==> config.mk <==
export PLATFORM = sky130hd
export DESIGN_NAME = i2s_tx_master
export DESIGN_NICKNAME = d
export VERILOG_FILES = /design/src/rtl/i2s_tx_master.sv
export SDC_FILE = /design/constraint.sdc
export NUM_CORES = 1
export LEC_CHECK = 0
export ABC_AREA = 1
export CORE_UTILIZATION = 52
export DETAILED_ROUTE_END_ITERATION = 8
export GPL_TIMING_DRIVEN = 0
export PLACE_DENSITY = 0.75
export SYNTH_ARGS = -nofsm -noshare
export SYNTH_HDL_FRONTEND = slang
export SYNTH_SLANG_ARGS = --single-unit
==> constraint.sdc <==
create_clock -name clk -period 7.3 [get_ports clk]
set_input_delay 1.095 -clock clk [delete_from_list [all_inputs] [get_ports clk]]
set_output_delay 1.095 -clock clk [all_outputs]
set_load 0.01 [all_outputs]
==> src/rtl/i2s_tx_master.sv <==
// Master I2S transmitter: generates aud_bclk/aud_lrc from clk and shifts one stereo word per frame, MSB first.
// Latches aud_data at frame start and pulses tx_done one clk later; define I2S_LEFT_JUSTIFY_EN for left-justified output.
module i2s_tx_master #(
    parameter int WL        = 16,
    parameter int SLOT_BITS = 32,
    parameter int BCLK_DIV  = 8
) (
    input  logic            clk,
    input  logic            rst_n,
    input  logic            en,
    input  logic [2*WL-1:0] aud_data,
    output logic            tx_done,
    output logic            aud_bclk,
    output logic            aud_lrc,
    output logic            aud_dacdat
);

    localparam int DW = $clog2(BCLK_DIV);
    localparam int BW = $clog2(2 * SLOT_BITS);
    localparam logic [DW-1:0] DIV_MAX  = DW'(BCLK_DIV - 1);
    localparam logic [DW-1:0] DIV_HALF = DW'(BCLK_DIV / 2);
    localparam logic [BW-1:0] BIT_MAX  = BW'(2 * SLOT_BITS - 1);
    localparam logic [BW-1:0] SLOT     = BW'(SLOT_BITS);
    localparam logic [BW-1:0] WL_C     = BW'(WL);
`ifdef I2S_LEFT_JUSTIFY_EN
    localparam logic LJ = 1'b1;
`else
    localparam logic LJ = 1'b0;
`endif

    typedef enum logic [1:0] {IDLE, RUN, DRAIN} state_t;

    state_t          state_q, state_d;
    logic [DW-1:0]   div_q, div_d;
    logic [BW-1:0]   bit_q, bit_d;
    logic [2*WL-1:0] shadow_q, shadow_d;
    logic            done_q, done_d;
    logic            bclk_q, bclk_d;
    logic            lrc_q, lrc_d;
    logic            dat_q, dat_d;

    logic            fall, frame_end, upper;
    logic [BW-1:0]   s;
    logic [WL-1:0]   ch, ch_sh;

    always_comb begin
        fall      = (div_q == DIV_MAX);
        frame_end = fall && (bit_q == BIT_MAX);
        state_d   = state_q;
        div_d     = '0;
        bit_d     = '0;
        shadow_d  = shadow_q;
        done_d    = 1'b0;

        // Counters free-run in RUN and DRAIN; they wrap to 0 together at frame end.
        if (state_q != IDLE) begin
            div_d = fall ? '0 : div_q + 1'b1;
            bit_d = !fall ? bit_q : ((bit_q == BIT_MAX) ? '0 : bit_q + 1'b1);
        end

        case (state_q)
            IDLE: begin
                if (en) begin
                    state_d  = RUN;
                    shadow_d = aud_data;
                    done_d   = 1'b1;
                end
            end
            RUN: begin
                if (frame_end) begin
                    shadow_d = aud_data;
                    done_d   = 1'b1;
                end
                if (!en) state_d = DRAIN;
            end
            DRAIN: begin
                if (en) begin
                    state_d = RUN;
                    if (frame_end) begin
                        shadow_d = aud_data;
                        done_d   = 1'b1;
                    end
                end else if (frame_end) begin
                    state_d = IDLE;
                end
            end
            default: state_d = IDLE;
        endcase

        // Outputs are derived from next-state values so every pin is a flop.
        upper = (bit_d >= SLOT);
        s     = upper ? (bit_d - SLOT) : bit_d;
        ch    = upper ? shadow_d[WL-1:0] : shadow_d[2*WL-1:WL];
        ch_sh = LJ ? (ch << s) : (ch << (s - 1'b1));
        bclk_d = 1'b0;
        lrc_d  = 1'b0;
        dat_d  = 1'b0;
        if (state_d != IDLE) begin
            bclk_d = (div_d >= DIV_HALF);
            lrc_d  = upper ^ LJ;
            if (LJ) dat_d = (s < WL_C) ? ch_sh[WL-1] : 1'b0;
            else    dat_d = (s >= BW'(1) && s <= WL_C) ? ch_sh[WL-1] : 1'b0;
        end
    end

    always_ff @(posedge clk or negedge rst_n) begin
        if (!rst_n) begin
            state_q  <= IDLE;
            div_q    <= '0;
            bit_q    <= '0;
            shadow_q <= '0;
            done_q   <= 1'b0;
            bclk_q   <= 1'b0;
            lrc_q    <= 1'b0;
            dat_q    <= 1'b0;
        end else begin
            state_q  <= state_d;
            div_q    <= div_d;
            bit_q    <= bit_d;
            shadow_q <= shadow_d;
            done_q   <= done_d;
            bclk_q   <= bclk_d;
            lrc_q    <= lrc_d;
            dat_q    <= dat_d;
        end
    end

    assign tx_done    = done_q;
    assign aud_bclk   = bclk_q;
    assign aud_lrc    = lrc_q;
    assign aud_dacdat = dat_q;

endmodule

Word-level counts from Yosys, hierarchy flattened
Index checks and enable logic that the tools add are counted.
- bits in registers: 47
- output and inout port bits: 4
- logic and storage cells: 50
- $add $sub $neg: 4
- order comparisons: 4
- eq/ne operators: 4
- shift operators: 1
- mux-type cells: 24
- reductions and logical operators: 5
- operator list (kind ; number):
    $mux W32 ; 3
    $pmux W32 S3 ; 1
    $mux W6 ; 4
    $mux W16 ; 1
    $shl A16 B6 Y16 ; 1
    $mux W2 ; 4
    $mux W1 ; 7
    $add A6 B1 Y6 const B ; 1
    $eq A6 B6 Y1 const B ; 1
    $ge A6 B1 Y1 const B ; 1
    $ge A6 B6 Y1 const B ; 1
    $le A6 B5 Y1 const B ; 1
    $mux W3 ; 2
    $pmux W2 S3 ; 1
    $sub A6 B1 Y6 const B ; 1
    $sub A6 B6 Y6 const B ; 1
    $reduce_bool A2 Y1 ; 2
    $add A3 B1 Y3 const B ; 1
    $eq A3 B3 Y1 const B ; 1
    $ge A3 B3 Y1 const B ; 1
    $pmux W1 S3 ; 1
    $eq A2 B1 Y1 const B ; 1
    $eq A2 B2 Y1 const B ; 1
    $logic_and A1 B1 Y1 ; 2
    $logic_not A2 Y1 ; 1

Depth between registers and ports, before layout
- depth in word-level cells: 10
- mapped depth: 20

Worst setup path after synthesis
OpenSTA, ideal clock, no wires.
- kind: input to register
- from: input port en
- to: register dat_q, in the netlist aud_dacdat
- arrival time: 2.425 ns
- required time: 7.183 ns
- slack: 4.758 ns
- stages: 14
- path buffers: 3
- cell sequence: buf_2 > buf_2 > buf_1 > o211ai_1 > nand3_1 > nand2_1 > nand2_1 > nand2_1 > nand3_1 > nand2_1 > nor2_1 > nor2_1 > nor2_1 > nor2_1
- word-level cells in the longest chain between the ends: 6
- elaborated cells on any way between the ends: 12
- classes of those cells: shift: 1; mux: 10; reduce/logical: 1
- ends and longest elaborated chain (element ; RTL line ; RTL):
    from (decl) ; 10 ; input logic en,
    $mux W32, on equally long branches ; 77, 63 ;
    $pmux W32 S3 ; 61 ; case (state_q)
    $mux W16 ; 93 ; ch = upper ? shadow_d[WL-1:0] : shadow_d[2*WL-1:WL];
    $shl A16 B6 Y16 ; 94 ; ch_sh = LJ ? (ch << s) : (ch << (s - 1'b1));
    $mux W1 ; 102 ; else dat_d = (s >= BW'(1) && s <= WL_C) ? ch_sh[WL-1] : 1'b0;
    $mux W1 (*) ; 98 ; if (state_d != IDLE) begin
    named net dat_d ; 40 ; logic dat_q, dat_d;
    to (signal assigned) ; 124 ; dat_q <= dat_d;
    to (decl) ; 40 ;
The timed path passes the listed nets; every way through them passes the cells marked *.

Final worst setup path
Ends and elaborated chain as after synthesis.

==> reports/qor.json <==
{
  "fp.dieArea_um2": 8406,
  "drv_cap": 0,
  "port_buffers": 37,
  "cts_tree": "yes",
  "number_of_global_route_vias_before_repair": 4786,
  "worst_slew_pin_slew_ns": 0.6614,
  "worstHoldPathType": "flop to flop",
  "synthDominantCellAreaShare": 0.2812,
  "yosys_register_bits": 47,
  "finalCriticalPeriod_ns": 2.885,
  "hold_path_startpoint": "div_q[0]",
  "status": "finished, final reports clean",
  "clk_pin_slew_worst_paths_ns": 0.10,
  "synthesis.area_um2": 4183,
  "grt_max_degree": 26,
  "antenna_cells": 0,
  "end_kind": "flop",
  "clock.fmax_mhz": 346.6,
  "finalSetupViolCount": 0,
  "period_share": 0.3953,
  "h_tree_level_count": 2,
  "grt_pass1_wl_mm": 22.78,
  "cts_hold_buf": 0,
  "ant_nets": 0,
  "netlist_top_cells_area": "sky130_fd_sc_hd__dfrtp_1, sky130_fd_sc_hd__nand2_1, sky130_fd_sc_hd__nand3_1, sky130_fd_sc_hd__inv_1, sky130_fd_sc_hd__nor2_1",
  "pwrdens_nw_per_um2": 175.6,
  "nets": 778,
  "crit-reg2reg-capture": "aud_dacdat",
  "routed_wirelength_mm": 14.05,
  "rows": 32,
  "start_util": 0.5385,
  "synth_area_leader_cell": "sky130_fd_sc_hd__dfrtp_1",
  "synth-warning-count": 0,
  "synth.net_count": 733,
  "detail_route.first_pass.iterations": 6,
  "setup_repair_after_global_routing_missed_its_margin": "no",
  "average_instance_area_after_synthesis_um2": 6.036,
  "r2r_setup_slack_ns": 4.47,
  "detailedPlacementHpwl_mm": 9.811,
  "dpl_cell_area_um2": 4696,
  "ir_worst_vdd_uv": 100.7,
  "post-layout-total-power_uw": 845.0,
  "worstSkewPairLatency_ns": 0.31,
  "root_buffer": "sky130_fd_sc_hd__clkbuf_8",
  "overflow": 0,
  "worstRegToRegCells": 18,
  "wl_per_cell_um": 16.70,
  "post_cts_resized": 0,
  "hold_ws_ns": 0.4540,
  "whs_path_depth": 1,
  "postCtsSetupBuffers": 0,
  "layout-drive-gt1-share": 0.08254,
  "top_level_ports": 39,
  "power_leakage_uw": 0.002458,
  "detail_route.drc_violations": 0,
  "relSlewSlack": 0.5591,
  "clock_sinks": 47,
  "final-instance-count-excl-fill": 841,
  "summed_negative_setup_slack_over_all_endpoints_ns": 0,
  "dieHeight_um": 91.69,
  "die_x_um": 91.69,
  "grt_antenna_before_repair": 0,
  "start_kind": "input pin",
  "synth.yosys.seq_area_share": 0.2812,
  "worst_path_arrival_time_ns": 3.10,
  "cts_max_path_buffers": 2,
  "timing.clock.skew_ns": 0.007086,
  "worstPathMaxFanout": 10,
  "hold_viol_final": 0,
  "fp.coreArea_um2": 7767,
  "endpoint_with_the_worst_hold_slack": "div_q[0]",
  "gr-usage-all-layers": 0.3474,
  "path_class": "input pin to flop",
  "timing_max_transition_violations_final": 0,
  "place.detailed.instances": 833,
  "layout-area-overhead-vs-synth_pct": 15.05,
  "final_design_area_no_fill_um2": 4812,
  "yosys.cell_types.count": 33,
  "timing.critical_path.required_ns": 7.51,
  "routabilityCongestion": 0.9189,
  "synth_cells": 693,
  "tritoncts.num_buffers": 5,
  "worstReg2RegStart": "div_q[0]",
  "initialDrtViolationCount": 499,
  "detail_route.vias_per_cell": 5.839,
  "routed-via-count": 4911
}
## layout by cell type, fill, tap and decap left out, types with 2 or more instances in the layout
master,count
sky130_fd_sc_hd__o21ai_0,30
sky130_fd_sc_hd__a21boi_0,5
sky130_fd_sc_hd__clkbuf_1,11
sky130_fd_sc_hd__buf_6,4
sky130_fd_sc_hd__buf_1,5
sky130_fd_sc_hd__nand2_2,6
sky130_fd_sc_hd__a21oi_1,36
sky130_fd_sc_hd__or2_2,2
sky130_fd_sc_hd__inv_1,77
sky130_fd_sc_hd__nand3b_1,3
sky130_fd_sc_hd__nand2_1,201
sky130_fd_sc_hd__dfrtp_1,47
sky130_fd_sc_hd__buf_2,19
sky130_fd_sc_hd__nor2_1,72
sky130_fd_sc_hd__clkbuf_8,5
sky130_fd_sc_hd__o21ai_1,5
sky130_fd_sc_hd__nand3_4,2
sky130_fd_sc_hd__clkdlybuf4s50_1,36
sky130_fd_sc_hd__nand4_1,26
sky130_fd_sc_hd__nor3_1,3
sky130_fd_sc_hd__ha_1,5
sky130_fd_sc_hd__inv_2,8
sky130_fd_sc_hd__nor2_2,4
sky130_fd_sc_hd__nand3_1,97
sky130_fd_sc_hd__o211ai_1,15
sky130_fd_sc_hd__xor2_1,2
## cell usage after synthesis
cell and number:
sky130_fd_sc_hd__o21bai_1 1, sky130_fd_sc_hd__nand2_1 201, sky130_fd_sc_hd__o211ai_1 15, sky130_fd_sc_hd__nand4_1 26, sky130_fd_sc_hd__nor3_2 1, sky130_fd_sc_hd__o22ai_1 1
sky130_fd_sc_hd__inv_2 8, sky130_fd_sc_hd__a21oi_1 36, sky130_fd_sc_hd__nor3_1 3, sky130_fd_sc_hd__buf_2 18, sky130_fd_sc_hd__clkbuf_1 11, sky130_fd_sc_hd__xor2_1 2
sky130_fd_sc_hd__a21boi_0 5, sky130_fd_sc_hd__or2_2 2, sky130_fd_sc_hd__inv_4 1, sky130_fd_sc_hd__a21oi_2 1, sky130_fd_sc_hd__buf_6 4, sky130_fd_sc_hd__nor2_8 1
sky130_fd_sc_hd__inv_1 77, sky130_fd_sc_hd__o21ai_0 30, sky130_fd_sc_hd__buf_1 5, sky130_fd_sc_hd__nand3_4 2, sky130_fd_sc_hd__nand2_2 6, sky130_fd_sc_hd__nor2_1 72
sky130_fd_sc_hd__o21ai_1 5, sky130_fd_sc_hd__buf_4 1, sky130_fd_sc_hd__nand3_1 97, sky130_fd_sc_hd__dfrtp_1 47, sky130_fd_sc_hd__o21ai_2 1, sky130_fd_sc_hd__nand3b_1 3
sky130_fd_sc_hd__nor2_2 4, sky130_fd_sc_hd__o21bai_2 1, sky130_fd_sc_hd__ha_1 5
## registers in the layout (all words and copies together), names as in the netlist
signal / cells
bit_q: 6
div_q: 3
aud_lrc: 1
shadow_q: 32
aud_dacdat: 1
state_q: 2
tx_done: 1
aud_bclk: 1
## per-stage QoR
stage | utilization | setup WS, ns
after floorplan | - | 4.758
after global placement | 0.6026 | 3.656
after detailed placement | 0.6045 | 4.172
after CTS | 0.6195 | 4.467
after global routing | 0.6195 | 4.249
final | 0.6195 | 4.415
## power by group
group / switching [µW] / internal (µW) / leakage, µW
registers: 30.0 / 304 / 0.000568
logic: 194 / 110 / 0.00183
clock network: 103 / 104 / 0.0000587
## metal layers
layer | up-vias | part of all wire | routed length (µm) | global-route usage
met3 | 53 | 0.093 | 1301 | 0.06053
li1 | 2347 | - | - | -
met2 | 251 | 0.46 | 6415 | 0.5802
met1 | 2260 | 0.41 | 5810 | 0.4393
met5 | - | 0 | 0 | 0
met4 | 0 | 0.037 | 518 | 0.1548
## cells by family (layout without fill, tap and decap cells)
logic type               after synthesis  count (layout)  share of synthesized area
AND/OR/NAND/NOR                      418             418                     0.4424
XOR/XNOR                               2               2                   0.004189
buffers and inverters                125             171                     0.1262
flip-flops                            47              47                     0.2812
AO/OA/AOI/OAI                         96              96                     0.1310
adder cells (fa/ha/maj)                5               5                    0.01496
## worst max path at each step
stage                        start           end  slack [ns]
final                           en    aud_dacdat        4.41
after global routing      div_q[0]    aud_dacdat        4.25
after CTS                 div_q[0]    aud_dacdat        4.47
after detailed placement        en    aud_dacdat        4.17
after global placement       rst_n  shadow_q[19]        3.66
after floorplan                 en    aud_dacdat        4.76
## critical path: stages
cell                       delay (ns)
sky130_fd_sc_hd__buf_2           0.18
sky130_fd_sc_hd__buf_2           0.29
sky130_fd_sc_hd__buf_1           0.51
sky130_fd_sc_hd__o211ai_1        0.19
sky130_fd_sc_hd__nand3_1         0.10
sky130_fd_sc_hd__nand2_1         0.05
sky130_fd_sc_hd__nand2_1         0.11
sky130_fd_sc_hd__nand2_1         0.07
sky130_fd_sc_hd__nand3_1         0.12
sky130_fd_sc_hd__nand2_1         0.07
sky130_fd_sc_hd__nor2_1          0.09
sky130_fd_sc_hd__nor2_1          0.06
sky130_fd_sc_hd__nor2_1          0.10
sky130_fd_sc_hd__nor2_1          0.06
## area by class of cell
cell class	count	area (µm²)
buffer	39	202.7
clock buffer	5	68.82
fill	748	2955
sequential	47	1176
tap	102	127.6
clock inverter	3	47.55
timing repair buffer	38	385.4
multi-input combinational	521	2479
inverter	86	325.3
Note: power is estimated with default switching activity, not from simulation.
